$ cat config.mk
export PLATFORM = sky130hd
export DESIGN_NAME = wshb_arbiter
export DESIGN_NICKNAME = d
export VERILOG_FILES = /design/src/rtl/wshb_arbiter.sv
export SDC_FILE = /design/constraint.sdc
export NUM_CORES = 1
export LEC_CHECK = 0
export ABC_AREA = 1
export CORE_AREA = 2 2 123 125
export CTS_CLUSTER_DIAMETER = 60
export CTS_CLUSTER_SIZE = 10
export DETAILED_ROUTE_END_ITERATION = 6
export DIE_AREA = 0 0 125 127
export PLACE_DENSITY_LB_ADDON = 0.1
export SETUP_SLACK_MARGIN = 0.2
export SYNTH_ARGS = -nofsm -noshare
export SYNTH_HDL_FRONTEND = slang
export SYNTH_SLANG_ARGS = --single-unit
$ cat constraint.sdc
create_clock -name clk -period 2.17 [get_ports clk]
set_input_delay 0.3255 -clock clk [delete_from_list [all_inputs] [get_ports clk]]
set_output_delay 0.3255 -clock clk [all_outputs]
set_load 0.02 [all_outputs]
$ cat src/rtl/wshb_arbiter.sv
// Two-master Wishbone classic arbiter in front of the SDRAM controller.
// Round-robin grant with a per-tenure ack quota so the reader cannot starve the writer.
module wshb_arbiter #(
  parameter int MAX_HOLD = 16,
  parameter int ADDR_W = 32,
  parameter int DATA_W = 32,
  localparam int SEL_W = DATA_W / 8
) (
  input  logic              clk,
  input  logic              rst,
  input  logic              m0_cyc,
  input  logic              m0_stb,
  input  logic              m0_we,
  input  logic [ADDR_W-1:0] m0_adr,
  input  logic [DATA_W-1:0] m0_dat_ms,
  input  logic [SEL_W-1:0]  m0_sel,
  output logic [DATA_W-1:0] m0_dat_sm,
  output logic              m0_ack,
  input  logic              m1_cyc,
  input  logic              m1_stb,
  input  logic              m1_we,
  input  logic [ADDR_W-1:0] m1_adr,
  input  logic [DATA_W-1:0] m1_dat_ms,
  input  logic [SEL_W-1:0]  m1_sel,
  output logic [DATA_W-1:0] m1_dat_sm,
  output logic              m1_ack,
  output logic              s_cyc,
  output logic              s_stb,
  output logic              s_we,
  output logic [ADDR_W-1:0] s_adr,
  output logic [DATA_W-1:0] s_dat_ms,
  output logic [SEL_W-1:0]  s_sel,
  output logic [2:0]        s_cti,
  output logic [1:0]        s_bte,
  input  logic [DATA_W-1:0] s_dat_sm,
  input  logic              s_ack,
  output logic [1:0]        grant
);

  localparam int HW = $clog2(MAX_HOLD + 1);
  localparam logic [HW-1:0] HOLD_LAST = HW'(MAX_HOLD - 1);

  typedef enum logic [1:0] {
    IDLE = 2'b00,
    OWN0 = 2'b01,
    OWN1 = 2'b10
  } state_t;

  state_t        state, state_n;
  logic          last_owner, last_n;
  logic [HW-1:0] hold_cnt, hold_n;
  logic [1:0]    sel;

  always_ff @(posedge clk) begin
    if (rst) begin
      state      <= IDLE;
      last_owner <= 1'b1;
      hold_cnt   <= '0;
    end else begin
      state      <= state_n;
      last_owner <= last_n;
      hold_cnt   <= hold_n;
    end
  end

  always_comb begin
    state_n = state;
    last_n  = last_owner;
    hold_n  = hold_cnt;
    unique case (state)
      IDLE: begin
        if (m0_cyc && m1_cyc)
          state_n = last_owner ? OWN0 : OWN1;
        else if (m0_cyc)
          state_n = OWN0;
        else if (m1_cyc)
          state_n = OWN1;
      end
      OWN0: begin
        if (!m0_cyc) begin
          state_n = IDLE;
          last_n  = 1'b0;
          hold_n  = '0;
        end else if (s_ack && m1_cyc && hold_cnt == HOLD_LAST) begin
          state_n = OWN1;
          last_n  = 1'b0;
          hold_n  = '0;
        end else if (s_ack && hold_cnt != HOLD_LAST) begin
          hold_n = hold_cnt + HW'(1);
        end
      end
      OWN1: begin
        if (!m1_cyc) begin
          state_n = IDLE;
          last_n  = 1'b1;
          hold_n  = '0;
        end else if (s_ack && m0_cyc && hold_cnt == HOLD_LAST) begin
          state_n = OWN0;
          last_n  = 1'b1;
          hold_n  = '0;
        end else if (s_ack && hold_cnt != HOLD_LAST) begin
          hold_n = hold_cnt + HW'(1);
        end
      end
      default: state_n = IDLE;
    endcase
  end

  assign grant = state;
  // Reset masks the bus in the same cycle, ahead of the state register.
  assign sel = rst ? 2'b00 : state;

  always_comb begin
    s_cyc    = 1'b0;
    s_stb    = 1'b0;
    s_we     = 1'b0;
    s_adr    = '0;
    s_dat_ms = '0;
    s_sel    = '0;
    unique case (1'b1)
      sel[0]: begin
        s_cyc    = m0_cyc;
        s_stb    = m0_stb;
        s_we     = m0_we;
        s_adr    = m0_adr;
        s_dat_ms = m0_dat_ms;
        s_sel    = m0_sel;
      end
      sel[1]: begin
        s_cyc    = m1_cyc;
        s_stb    = m1_stb;
        s_we     = m1_we;
        s_adr    = m1_adr;
        s_dat_ms = m1_dat_ms;
        s_sel    = m1_sel;
      end
      default: ;
    endcase
  end

  assign m0_ack    = s_ack & sel[0];
  assign m1_ack    = s_ack & sel[1];
  assign m0_dat_sm = s_dat_sm;
  assign m1_dat_sm = s_dat_sm;
  assign s_cti     = 3'b000;
  assign s_bte     = 2'b00;

endmodule

Yosys cells after proc, flatten, opt, wreduce, memory -nomap -nowiden
Cells that the tools add are included.
W data, S select, Z words.
{ "classes": {"mul": 0, "muxes": 27, "n_lt_le_gt_ge": 0, "n_bitwise": 2, "n_eq_ne": 7, "div_mod_pow": 0, "n_addsub": 1, "n_shift": 0, "reduce_logical": 10} }
{ "op_table": {"columns": ["operator", "n"], "rows": [
  ["$pmux W32 S2", 2],
  ["$mux W5", 5],
  ["$mux W2", 9],
  ["$pmux W5 S2", 1],
  ["$pmux W1 S2", 4],
  ["$pmux W4 S2", 1],
  ["$logic_and A1 B1 Y1", 6],
  ["$ne A3 B3 Y1 const B", 2],
  ["$pmux W2 S3", 1],
  ["$reduce_and A3 Y1", 2],
  ["$add A5 B1 Y5 const B", 1],
  ["$eq A5 B4 Y1 const B", 1],
  ["$ne A5 B4 Y1 const B", 1],
  ["$mux W1", 4],
  ["$ne A4 B4 Y1 const B", 1],
  ["$and A1 B1 Y1", 2],
  ["$eq A2 B1 Y1 const B", 1],
  ["$eq A2 B2 Y1 const B", 1],
  ["$logic_not A2 Y1", 1],
  ["$reduce_bool A2 Y1", 1]
]} }
{ "word_totals": {"memories": 0, "rom_bits": 0, "latch_bits": 0, "reg_bits": 8, "in_bits": 177, "wordCells": 50, "ram_bits": 0} }

Depth between registers and ports, before layout
{ "depth": {"word_depth": 6, "depth_mapped": 10, "depth_no_buf": 10} }

Worst setup path after synthesis
Ideal clock, no wire load.
{ "synth_timing": {"path_kind": "register to register", "from": "reg state[0] (netlist: grant[0])", "to": "reg hold_cnt[3]", "synth_period_minus_slack_ns": 1.641, "slack_ns": 0.529, "path_buffers": 1, "setup_time_ns": 0.117, "stages_incl_launch_ff": 8, "required_ns": 2.053, "t_arrival_ns": 1.524, "cell_sequence": "dfxtp_1 > buf_2 > inv_1 > ha_1 > nand3_2 > nor2_1 > xor2_1 > nor2_1"} }
{ "synth_between": {"elab_chain_cells": 2, "word_cells_on_any_way": 4} }
{ "synth_lines": {"columns": ["element", "line_no", "source"], "rows": [
  ["start: declaration", "49", "state_t state, state_n;"],
  ["start signal: assignment", "60", "state <= state_n;"],
  ["$eq A2 B2 Y1 or $eq A2 B1 Y1 (tied branches)", "70", "unique case (state)"],
  ["$pmux W5 S2 or $reduce_bool A2 Y1 (tied branches)", null, null],
  ["end signal: assignment", "62", "hold_cnt <= hold_n;"],
  ["end: declaration", "51", "logic [HW-1:0] hold_cnt, hold_n;"]
]} }
Parallel ways exist; a longest one is shown, timed or not.
A chain may end at the register's enable or synchronous reset.

Final worst setup path
{ "layout_timing": {"from": "reg state[0] (netlist: grant[0])", "to": "out grant[0]"} }
{ "layout_rtl": {"columns": ["element", "line_no", "source"], "rows": [
  ["end: declaration", "37", "output logic [1:0] grant"]
]} }
No word-level cell between the ends.

==> flow_summary.ini <==
[route]
dr.pass1.iters = 4
vias_per_cell = 4.17
postRouteWirelength_um = 10200
drtIter0Drc = 93
vias = 3014
antenna_left = 0
post_drt_wl_per_cell_um = 14.1
drc = 0

[cts]
clock_latency_ns = 0.23
path_clk_slew_ns = 0.04
cts_made_buffers = 3
root_buffer = clkbuf_16
cts_hold_buffers = 0
cts_max_path_buffers = 2
cts_tree = built
clock-sinks = 8
htreeDepth = 1

[final_layout]
fin_nets = 723
layout-area-overhead-vs-synth_pct = 92.9
layoutNonFillerInstCount = 722
drive_gt1_share_pct = 16.4
diodes = 0

[critical_path]
r2r_setup_slack_ns = 0.47
worstSetupPathType = register to output pin
endpoint_kind = output pin
crit_required_ns = 1.84
worstPathMaxFanout = 39
crit_arrival_ns = 1.47
startpoint_type = register

[sta]
fin_crit_ns = 1.79
tns_ns = 0
finalClockSkew_ns = 0.000973
fmax_mhz = 558
holdWs_ns = 0.458
hold_violations = 0
setup_violations = 0
finalCritPeriodShare_pct = 82.6
finalMaxSlewViolations = 0
rsz0062_at_grt = no

[global_route]
grtUsageTotal_pct = 11.7
met3_usage_pct = 2.72
overflow = 0
first_global_vias = 3009
gr-usage-met1_pct = 12.8
grt_pass1_wl_um = 15400
grt_max_degree = 40
grt-busiest-layer = met2
antenna_found_initial = 0
use_met2_pct = 22.7

[synth]
synth_seq_area_share_pct = 7.34
yosys-top-cells-area = nand3_1, buf_4, nand2_1
synth_edf_count = 0
syn_inst = 390
yosysUniqueCellTypes = 20
synth.most_common_cell = nand3_1
yosys-top-cells-count = nand3_1, nand2_1, buf_4, clkbuf_1, nor2_1
yosys_warnings = 0
ys_seq_elements = 8
synth_top_area_share_pct = 34.0
yosysTopAreaCell = nand3_1
ys_async_sr_fraction_pct = 0
synthFlopType = dfxtp_1
syn_area_mm2 = 0.00218
avgSynthCellArea_um2 = 5.59

[min_path]
holdCritPathClass = register to register

[floorplan]
io_pins = 321
die_w_um = 125
die-area_mm2 = 0.0159
fp-row-count = 44
dieHeight_um = 127
start_util_pct = 15.1
core-area_mm2 = 0.0144

[power]
leakagePower_uw = 0.00205
ir_worst_vdd_mv = 0.293
power_density_mw_per_mm2 = 722

[placement]
place_congestion = 0.781
port-buffer-count = 219
hpwl_um = 7720
placed_cells = 711

[status]
outcome = completed

[flow_run]
cap_violations = 0
area by class of cell:
type	count	area, um^2
tap	184	230
timing repair buffer	242	2360
sequential	8	163
multi-input combinational	273	1330
inverter	12	50.0
clock buffer	3	75.1
fill	1632	10200
state kept, by name, indices dropped and copies added, names as in the netlist:
register    cells
grant           2
last_owner      1
hold_cnt        5
report_power, final:
group | leakage [uW] | total [uW] | switching [uW] | internal, uW
Combinational | 0.00195 | 2480 | 1450 | 1040
Sequential | 0.0000659 | 238 | 44.7 | 193
Clock | 0.0000370 | 317 | 78.3 | 238
Total | 0.00205 | 3040 | 1570 | 1470
path summary, 6_finish.rpt:
kind | to | cells past startpoint | from
max reg2reg | hold_cnt[3] | 7 | grant[1]
min reg2reg | last_owner | 2 | last_owner
min | last_owner | 2 | last_owner
max | grant[0] | 2 | grant[0]
metrics by stage:
stage | utilization [%] | total power, uW | setup slack, ns | cell area (um^2)
after floorplan | - | 1800 | 0.529 | 2200
after global placement | 28.8 | 2990 | -0.197 | 4150
after detailed placement | 28.8 | 2960 | -0.204 | 4150
after CTS | 29.6 | 3130 | 0.0440 | 4270
after global routing | 29.2 | 3290 | 0.314 | 4210
final | 29.2 | 3040 | 0.377 | 4210
routing by layer:
| layer | wire length, um | vias up |
|---|---|---|
| met5 | 0 | - |
| met2 | 5370 | 159 |
| li1 | - | 1513 |
| met1 | 3820 | 1325 |
| met4 | 172 | 0 |
| met3 | 810 | 17 |
cell usage in the layout (no fill, tap or decap), types with 5 or more instances in the layout:
| master | count |
|---|---|
| clkdlybuf4s50_1 | 145 |
| buf_2 | 26 |
| dfxtp_1 | 6 |
| conb_1 | 5 |
| ha_1 | 6 |
| buf_4 | 12 |
| nand3_1 | 148 |
| inv_1 | 11 |
| dlygate4sd2_1 | 16 |
| nand2_1 | 85 |
| nor2_1 | 14 |
| buf_12 | 7 |
| clkbuf_2 | 9 |
| clkdlybuf4s15_2 | 16 |
logic make-up after synthesis:
family	count (synthesis)	synth area share, %
adders and majority gates	6	3.44
DFF	8	7.34
other	1	0.172
AOI/OAI and AO/OA	5	1.72
buffers and inverters	113	32.4
muxes	1	0.459
and+or+nand+nor	253	53.2
xor gates and xnor gates	3	1.21
critical path, stage by stage, from the launching register on:
cell             delay (ns)
dfxtp_2                0.37
buf_12                 0.21
clkdlybuf4s50_1        0.64
what timing repair did:
item	in CTS	in global routing
hold endpoints to repair	0	0
endpoints found under the setup margin	73	50
gates resized for setup	192	31
gates cloned	2	1
setup buffers	5	0
Note: power is estimated with default switching activity, not from simulation.
